File: src/rtl/icache_responder_if.sv
// Fetch/memory bus of the instruction cache.
//   slave  : the cache (takes lookups and fill beats, returns hit data and line requests)
//   master : the fetch stage plus memory agent driving the cache
//   in_enable/in_addr/in_flush          fetch lookup and invalidate-all
//   out_ready/out_instruction_bits      same-cycle hit result
//   out_mem_req/out_mem_addr/in_mem_gnt line request handshake
//   in_mem_valid/in_mem_data            fill beats, ascending word order
interface icache_responder_if #(
  parameter int ADDRESS_WIDTH     = 64,
  parameter int INSTRUCTION_WIDTH = 32
);
  logic                         in_enable;
  logic [ADDRESS_WIDTH-1:0]     in_addr;
  logic                         in_flush;
  logic                         out_ready;
  logic [INSTRUCTION_WIDTH-1:0] out_instruction_bits;
  logic                         out_mem_req;
  logic [ADDRESS_WIDTH-1:0]     out_mem_addr;
  logic                         in_mem_gnt;
  logic                         in_mem_valid;
  logic [INSTRUCTION_WIDTH-1:0] in_mem_data;

  modport slave (
    input  in_enable, in_addr, in_flush, in_mem_gnt, in_mem_valid, in_mem_data,
    output out_ready, out_instruction_bits, out_mem_req, out_mem_addr
  );

  modport master (
    output in_enable, in_addr, in_flush, in_mem_gnt, in_mem_valid, in_mem_data,
    input  out_ready, out_instruction_bits, out_mem_req, out_mem_addr
  );
endinterface

File: src/rtl/icache_responder.sv
// Direct-mapped instruction cache for the fetch stage.
// Addresses are instruction (word) indices: {TAG, IDX, OFF}.
// Ports:
//   clk   - rising-edge clock
//   reset - synchronous, active-low
//   bus   - icache_responder_if.slave (lookup, flush, line request, fill beats)
// Lookup is combinational: out_ready/out_instruction_bits answer in_addr in the
// same cycle. A miss starts a line fill (IDLE -> REQ -> FILL -> IDLE); lookups
// return out_ready=0 until the fill has written the whole line.
module icache_responder #(
  parameter int ADDRESS_WIDTH     = 64,
  parameter int INSTRUCTION_WIDTH = 32,
  parameter int LINES             = 16,
  parameter int WORDS_PER_LINE    = 4
) (
  input  logic               clk,
  input  logic               reset,
  icache_responder_if.slave  bus
);
  localparam int OFF_W = $clog2(WORDS_PER_LINE);
  localparam int IDX_W = $clog2(LINES);
  localparam int TAG_W = ADDRESS_WIDTH - OFF_W - IDX_W;
  localparam logic [OFF_W-1:0] LAST_OFF = OFF_W'(WORDS_PER_LINE - 1);

  typedef enum logic [1:0] {IDLE, REQ, FILL} state_t;

  state_t                                            state;
  logic [LINES-1:0]                                  valid;
  logic [TAG_W-1:0]                                  tag_q  [LINES];
  logic [WORDS_PER_LINE-1:0][INSTRUCTION_WIDTH-1:0]  data_q [LINES];
  logic [OFF_W-1:0]                                  cnt;
  logic                                              pend_flush;
  logic                                              mem_req;
  logic [ADDRESS_WIDTH-1:0]                          line_addr;

  logic [OFF_W-1:0] a_off;
  logic [IDX_W-1:0] a_idx, f_idx;
  logic [TAG_W-1:0] a_tag, f_tag;
  logic             hit, last_beat;

  assign a_off = bus.in_addr[OFF_W-1:0];
  assign a_idx = bus.in_addr[OFF_W +: IDX_W];
  assign a_tag = bus.in_addr[ADDRESS_WIDTH-1 -: TAG_W];
  assign f_idx = line_addr[OFF_W +: IDX_W];
  assign f_tag = line_addr[ADDRESS_WIDTH-1 -: TAG_W];

  assign hit = (state == IDLE) && bus.in_enable && valid[a_idx] &&
               (tag_q[a_idx] == a_tag) && !bus.in_flush;
  assign last_beat = (state == FILL) && bus.in_mem_valid && (cnt == LAST_OFF);

  assign bus.out_ready            = hit;
  assign bus.out_instruction_bits = hit ? data_q[a_idx][a_off] : '0;
  assign bus.out_mem_req          = mem_req;
  assign bus.out_mem_addr         = line_addr;

  always_ff @(posedge clk) begin
    if (!reset) begin
      state      <= IDLE;
      valid      <= '0;
      cnt        <= '0;
      pend_flush <= 1'b0;
      mem_req    <= 1'b0;
      line_addr  <= '0;
    end else begin
      case (state)
        IDLE: begin
          if (bus.in_flush) begin
            valid <= '0;
          end else if (bus.in_enable && !hit) begin
            line_addr  <= {bus.in_addr[ADDRESS_WIDTH-1:OFF_W], OFF_W'(0)};
            mem_req    <= 1'b1;
            pend_flush <= 1'b0;
            state      <= REQ;
          end
        end
        REQ: begin
          if (bus.in_flush) pend_flush <= 1'b1;
          if (bus.in_mem_gnt) begin
            mem_req      <= 1'b0;
            cnt          <= '0;
            // The line is about to be overwritten; keep it from hitting while partial.
            valid[f_idx] <= 1'b0;
            state        <= FILL;
          end
        end
        FILL: begin
          if (bus.in_flush) pend_flush <= 1'b1;
          if (bus.in_mem_valid) begin
            cnt <= cnt + 1'b1;
            if (cnt == LAST_OFF) begin
              state      <= IDLE;
              pend_flush <= 1'b0;
              // A flush seen during the fill (or on the last beat) wipes everything,
              // including the line just written.
              if (pend_flush || bus.in_flush) valid <= '0;
              else                            valid[f_idx] <= 1'b1;
            end
          end
        end
        default: state <= IDLE;
      endcase
    end
  end

  // Data and tag arrays carry no reset; valid bits alone decide a hit.
  always_ff @(posedge clk) begin
    if (reset && (state == FILL) && bus.in_mem_valid)
      data_q[f_idx][cnt] <= bus.in_mem_data;
    if (reset && last_beat)
      tag_q[f_idx] <= f_tag;
  end
endmodule

File: src/flat_wrapper.sv
// flat-port wrapper written by rule: the top's interface ports become plain ports
module icache_responder_flat 
#(
  parameter int ADDRESS_WIDTH     = 64,
  parameter int INSTRUCTION_WIDTH = 32,
  parameter int LINES             = 16,
  parameter int WORDS_PER_LINE    = 4
)
  (clk, reset, bus_in_enable, bus_in_addr, bus_in_flush, bus_in_mem_gnt, bus_in_mem_valid, bus_in_mem_data, bus_out_ready, bus_out_instruction_bits, bus_out_mem_req, bus_out_mem_addr);
  icache_responder_if #(.ADDRESS_WIDTH(ADDRESS_WIDTH), .INSTRUCTION_WIDTH(INSTRUCTION_WIDTH)) bus_i ();
  input  logic clk;
  input  logic reset;
  input wire logic [$bits(bus_i.in_enable)-1:0] bus_in_enable;
  input wire logic [$bits(bus_i.in_addr)-1:0] bus_in_addr;
  input wire logic [$bits(bus_i.in_flush)-1:0] bus_in_flush;
  input wire logic [$bits(bus_i.in_mem_gnt)-1:0] bus_in_mem_gnt;
  input wire logic [$bits(bus_i.in_mem_valid)-1:0] bus_in_mem_valid;
  input wire logic [$bits(bus_i.in_mem_data)-1:0] bus_in_mem_data;
  output wire logic [$bits(bus_i.out_ready)-1:0] bus_out_ready;
  output wire logic [$bits(bus_i.out_instruction_bits)-1:0] bus_out_instruction_bits;
  output wire logic [$bits(bus_i.out_mem_req)-1:0] bus_out_mem_req;
  output wire logic [$bits(bus_i.out_mem_addr)-1:0] bus_out_mem_addr;
  assign bus_i.in_enable = bus_in_enable;
  assign bus_i.in_addr = bus_in_addr;
  assign bus_i.in_flush = bus_in_flush;
  assign bus_i.in_mem_gnt = bus_in_mem_gnt;
  assign bus_i.in_mem_valid = bus_in_mem_valid;
  assign bus_i.in_mem_data = bus_in_mem_data;
  assign bus_out_ready = bus_i.out_ready;
  assign bus_out_instruction_bits = bus_i.out_instruction_bits;
  assign bus_out_mem_req = bus_i.out_mem_req;
  assign bus_out_mem_addr = bus_i.out_mem_addr;
  icache_responder #(.ADDRESS_WIDTH(ADDRESS_WIDTH), .INSTRUCTION_WIDTH(INSTRUCTION_WIDTH), .LINES(LINES), .WORDS_PER_LINE(WORDS_PER_LINE)) u_core (.clk(clk), .reset(reset), .bus(bus_i));
endmodule
File: config.mk
export PLATFORM = sky130hd
export DESIGN_NAME = icache_responder_flat
export DESIGN_NICKNAME = d
export VERILOG_FILES = /design/src/rtl/icache_responder_if.sv /design/src/rtl/icache_responder.sv /design/src/flat_wrapper.sv
export SDC_FILE = /design/constraint.sdc
export NUM_CORES = 2
export LEC_CHECK = 0
export CAP_MARGIN = 20
export CORE_ASPECT_RATIO = 1.75
export CORE_MARGIN = 1.5
export CORE_UTILIZATION = 56
export CTS_CLUSTER_DIAMETER = 200
export CTS_CLUSTER_SIZE = 24
export DETAILED_ROUTE_END_ITERATION = 8
export MAX_ROUTING_LAYER = met4
export PLACE_DENSITY = 0.74
export SYNTH_ARGS = -nofsm -noshare
export SYNTH_HDL_FRONTEND = slang
export SYNTH_SLANG_ARGS = --single-unit
File: constraint.sdc
create_clock -name clk -period 4.2 [get_ports clk]
set_clock_uncertainty 0.2 [all_clocks]
set_input_delay 0.42 -clock clk [delete_from_list [all_inputs] [get_ports clk]]
set_output_delay 0.42 -clock clk [all_outputs]
set_load 0.01 [all_outputs]
# Word level (Yosys, flattened, before mapping)

Memories as Yosys holds them, arrays and structs flattened.
Index checks and enable logic that the tools add are counted.

Add/subtract/negate cells: 1
Magnitude comparators: 6
Equal/unequal tests: 10
Multiplexer cells: 38
Bitwise gates (word level): 4
Reduce and logical (&&, ||, !) cells: 25

Operator list:

| operator             | number |
|---|---|
| $mux W128            | 1 |
| $mux W32             | 3 |
| $mux W16             | 5 |
| $bmux W32 S2         | 1 |
| $demux W32 S2        | 1 |
| $eq A58 B58 Y1       | 1 |
| $pmux W16 S3         | 1 |
| $and A16 B16 Y16     | 1 |
| $not A16 Y16         | 1 |
| $or A16 B16 Y16      | 1 |
| $mux W2              | 7 |
| $mux W1              | 13 |
| $logic_and A1 B1 Y1  | 12 |
| $ne A2 B2 Y1 const B | 6 |
| $lt A4 B5 Y1 const B | 2 |
| $reduce_and A5 Y1    | 2 |
| $reduce_and A3 Y1    | 3 |
| $lt A2 B3 Y1 const B | 2 |
| $pmux W2 S3          | 1 |
| $bmux W1 S4          | 1 |
| $demux W1 S4         | 1 |
| $eq A2 B2 Y1 const B | 2 |
| $ge A4 B1 Y1 const B | 1 |
| $pmux W2 S2          | 1 |
| other kinds (12)     | 14 |

Register bits: 84
RAM bits: 2976
Bits of input ports: 102
Output and inout bits: 98
Memories kept: 2

Memory list:

| memory        | depth | bits a word | rd ports | clocked after Yosys merged registers in | write ports | line                   | RTL |
|---|---|---|---|---|---|---|---|
| u_core.data_q | 16    | 128         | 1        | 0                                       | 1           | icache_responder.sv:30 | `logic [WORDS_PER_LINE-1:0][INSTRUCTION_WIDTH-1:0] data_q [LINES];` |
| u_core.tag_q  | 16    | 58          | 1        | 0                                       | 1           | icache_responder.sv:29 | `logic [TAG_W-1:0] tag_q [LINES];` |

# Longest topological paths before layout

Word-level depth: 10
Mapped depth: 18
Mapped depth without buffers: 11

# Worst setup path before layout

No wires, ideal clock.

Kind: reg-to-reg
From: register u_core.state[0]
To: memory u_core.tag_q[15][0] (netlist name), enable pin
Library setup time: 0.474 ns
Arrival time: 3.685 ns
Required time: 3.526 ns
Setup slack: -0.160 ns
Stages on the path, launching flop included: 7
Cell sequence: dfxtp_1 -> inv_1 -> ha_1 -> clkbuf_1 -> nand4_1 -> clkbuf_1 -> nor2_1

Cells in the longest elaborated chain, start to end: 6

RTL lines:

| what                             | line                    | RTL |
|---|---|---|
| start, declared                  | icache_responder.sv:27  | `state_t state;` |
| start signal, assigned           | icache_responder.sv:58  | `state <= IDLE;` |
| start signal, assigned           | icache_responder.sv:73  | `state <= REQ;` |
| start signal, assigned           | icache_responder.sv:83  | `state <= FILL;` |
| $eq A2 B2 Y1                     | icache_responder.sv:49  | `assign last_beat = (state == FILL) && bus.in_mem_valid && (cnt == LAST_OFF);` |
| $logic_and A1 B1 Y1 (2 in a row) | icache_responder.sv:49  |  |
| $logic_and A1 B1 Y1              | icache_responder.sv:109 | `if (reset && last_beat)` |
| $mux W1                          | icache_responder.sv:109 |  |
| $mux W1 (not written as such)    | icache_responder.sv:110 | `tag_q[f_idx] <= f_tag;` |
| end, declared                    | icache_responder.sv:29  |  |

No other way between the ends.

# Worst setup path after layout

From: memory u_core.tag_q[14][27] (netlist name)
To: output bus_out_instruction_bits[26]

Cells in the longest elaborated chain, start to end: 5

RTL lines:

| what                | line                   | RTL |
|---|---|---|
| $mem_v2 Z16 W58     | --                     |  |
| $eq A58 B58 Y1      | icache_responder.sv:48 | `(tag_q[a_idx] == a_tag) && !bus.in_flush;` |
| $logic_and A1 B1 Y1 | icache_responder.sv:47 | `assign hit = (state == IDLE) && bus.in_enable && valid[a_idx] &&` |
| $logic_and A1 B1 Y1 | icache_responder.sv:48 |  |
| $mux W32            | icache_responder.sv:52 | `assign bus.out_instruction_bits = hit ? data_q[a_idx][a_off] : '0;` |
| end, declared       | flat_wrapper.sv:20     | `output wire logic [$bits(bus_i.out_instruction_bits)-1:0] bus_out_instruction_bits;` |

No other way between the ends.

==> metrics.md <==
| Metric | Value |
|---|---|
| DIE AREA | `roughly 210000 µm²` |
| Routed wire length per instance | `35.14 µm` |
| Hold path depth | `3` |
| Die Span Y | `612.0 µm` |
| Share of layout cells above drive strength 1 | `29.47%` |
| Failing checks | `setup timing` |
| Largest net degree at the start of global routing | `83` |
| Slew @ Worst Pin | `1.111 ns` |
| Synth-to-Final Area Change | `11.93%` |
| Synth Register Bits | `3060` |
| TritonCTS clock tree | `built` |
| DR DRC count | `0` |
| Clk slew on worst S/H paths | `0.09 ns` |
| Routed WL | `309.0 mm` |
| Slew headroom | `around 26%` |
| DR iter-0 viols | `6448` |
| Hold/Removal Path Class | `input pin to flip-flop` |
| Post-synth ARST share | `0%` |
| Worst Path Required | `3.58 ns` |
| Final Cell Area | `132800 µm²` |
| GR Util All Layers | `29.90%` |
| Max clock buf depth | `4` |
| Number of max-cap violations | `0` |
| GP Congestion | `1.044` |
| Maximum vdd drop | `0.4243 mV` |
| CTS Root Cell | `clkbuf_16` |
| Htree depth | `4` |
| Syn Area/Cell | `about 22 µm²` |
| Aggregate global routing overflow | `0` |
| Area of the core | `210700 µm²` |
| CP arrival | `4.09 ns` |
| Routed Antenna Nets | `0` |
| Syn. warnings | `0` |
| Setup TNS | `-13.95 ns` |
| Crit end category | `output pin` |
| Vias in the first global route | `~60000` |
| Max Freq | `0.2125 GHz` |
| Post-synth EDFFs | `about 3000` |
| Initial Utilization | `between 50 and 60%` |
| Sequential area share after synthesis | `76.71%` |
| Leak | `~0.042 µW` |
| Setup violators final | `33` |
| # rows | `around 220` |
| Total number of vias | `58480` |
| IO Pins | `200` |
| Placed standard-cell area | `roughly 130000 µm²` |
| Worst setup SP type | `flip-flop` |
| Die X | `351.0 µm` |
| Vias per std cell | `6.652` |
| Initial antenna violation count | `27` |
| Drt first pass iters | `7` |
| Mapped Area | `118700 µm²` |
| TritonCTS Buffers | `153` |
| Critical-path maximum fanout | `8` |
| Crit path kind | `flip-flop to output pin` |
| Status | `finished, violations left` |
| Clk_lat worst skew | `0.85 ns` |
| Library cells used by synthesis | `82` |
| Final hold vios | `0` |
| Final period util | `112.1%` |
| Unrepaired setup endpoints after global routing | `true` |
| Most used DFF post-synth | `edfxtp_1` |
| Nets@finish | `between 6000 and 7000` |
| First-pass GRT wire length | `434.9 mm` |
| Syn Inst Count | `roughly 5300` |
| Fin worst setup slack | `-0.5065 ns` |
| R2R cell count | `13` |
| CTS sink count | `slightly above 3000` |
| Hpwl dp | `between 150 and 200 mm` |
| Port buffer count | `197` |
| Cell area power density | `approximately 400 nW/µm²` |
| Utilization after layout | `63.06%` |
| Period minus WS final | `approximately 4.7 ns` |
| Final slew viol count | `0` |
-- where the power goes --
group          total, µW  switching [µW]  internal (µW)  leakage (µW)
Combinational       3560            1980           1580        0.0120
Clock              15800            9030           6810       0.00200
Sequential         33600             171          33500        0.0275
-- critical path, cell delays in order (launching register included) --
cell      delay (ns)
edfxtp_1        0.35
mux2i_1         0.09
a22oi_1         0.28
nand2_1         0.08
a222oi_1        0.73
buf_4           0.22
o211a_1         0.23
nor4b_2         0.21
and4_1          0.24
nand4_1         0.16
buf_6           0.21
buf_16          0.18
nor2b_1         0.12
buf_2           0.14
-- layout make-up --
class | instances | area (µm²)
clock buffers | 198 | 4040
well taps | 2812 | 3518
fillers | 13770 | 77820
inverters | 13 | 56.30
clock inverters | 5 | 80.08
repair buffers | 734 | 7048
multi-input cells | 1946 | 26990
flip-flops and latches | 3060 | 91050
diodes | 24 | 60.06
-- final timing paths --
kind                   startpoint                      endpoint  slack, ns
max          u_core.tag_q[14][27]  bus_out_instruction_bits[26]      -0.51
min               bus_in_addr[60]   u_core.bus.out_mem_addr[60]       0.05
max reg2reg  u_core.tag_q[14][33]   u_core.bus.out_mem_addr[17]       0.24
min reg2reg       u_core.state[1]               u_core.state[1]       0.30
-- state kept, by name, summed over array words and instances (netlist names) --
signal,cells
u_core.bus.out_mem_req,1
u_core.cnt,2
u_core.data_q,2048
u_core.valid,16
u_core.bus.out_mem_addr,62
u_core.tag_q,928
u_core.pend_flush,1
u_core.state,2
-- kinds of logic (layout without fill, tap and decap cells) --
kind of cell / count (synthesis) / count (layout) / share of synthesized area [%]
flip-flops: 3060 / 3060 / 76.71
multiplexers: 1045 / 1045 / 17.53
AND/OR/NAND/NOR: 535 / 535 / 2.245
buffers and inverters: 305 / 950 / 1.248
AO/OA/AOI/OAI: 301 / 301 / 1.774
XOR/XNOR: 56 / 56 / 0.4132
adder cells (fa/ha/maj): 7 / 7 / 0.07379
other: 1 / 26 / 0.003160
-- routing by layer --
metal | global-route usage (%) | share of wire (%) | vias up | routed length, µm
met5 | - | 0 | - | 0
met4 | 15.57 | 5.9 | 0 | 18300
met3 | 4.001 | 7.4 | 762 | 22960
met2 | 51.62 | 54 | 3189 | 165400
met1 | 33.98 | 33 | 31050 | 102300
li1 | - | - | 23480 | -
-- placed cells by master (no fill, tap or decap), drive strengths merged, types with 10 or more instances in the layout --
master and instances:
diode 24, mux2i 178, xor2 19, edfxtp 2976, clkbuf 198, mux4 821
dlygate4sd3 12, a22o 19, a22oi 35, nand2 127, buf 596, dfxtp 84
nor4 10, o221a 16, nor3 18, a221oi 24, inv 14, mux2 46
o21ai 88, clkdlybuf4s50 126, a21oi 34, xnor2 37, nor2 126, nand3 96
nor2b 69, o22ai 24, nand4 21
-- cell usage after synthesis, drive strengths merged (9+ instances only) --
| cell | number | share of area, % |
|---|---|---|
| nor2 | 126 | 0.40 |
| o22ai | 24 | 0.13 |
| xnor2 | 37 | 0.27 |
| mux2i | 178 | 1.5 |
| a22oi | 35 | 0.22 |
| mux4 | 821 | 16 |
| o221a | 16 | 0.15 |
| inv | 12 | 0.038 |
| a21oi | 34 | 0.15 |
| xor2 | 19 | 0.14 |
| nand4 | 21 | 0.11 |
| nor2b | 69 | 0.36 |
| dfxtp | 84 | 1.4 |
| and2 | 9 | 0.047 |
| edfxtp | 2976 | 75 |
| o21ai | 88 | 0.37 |
| buf | 178 | 0.85 |
| mux2 | 46 | 0.44 |
| nand2 | 127 | 0.40 |
| a221oi | 24 | 0.18 |
| nor3 | 18 | 0.076 |
| a22o | 19 | 0.14 |
| nand3 | 96 | 0.40 |
| nand2b | 9 | 0.047 |
| nor3b | 9 | 0.057 |
| clkbuf | 114 | 0.36 |
| nor4 | 10 | 0.076 |
-- what timing repair did --
item | CTS | global route
hold buffers | 4 | 8
gates resized for setup | 163 | 19
setup buffers | 3 | 1
endpoints found under the hold margin | 7 | 360
gates cloned | 2 | 0
endpoints found under the setup margin | 33 | 33
pin swaps | 13 | 3
-- stage by stage --
step	hold slack [ns]	power, µW	std cells	worst slack (ns)
after global placement	0.2689	37750	8541	-0.7568
after CTS	0.00008105	53200	8753	-0.5170
after floorplan	0.2548	36080	5311	-0.1598
final	0.04747	53050	8792	-0.5065
after detailed placement	0.2868	37820	8541	-0.7602
after global routing	0.03914	54370	8789	-0.6087
Note: power is estimated with default switching activity, not from simulation.
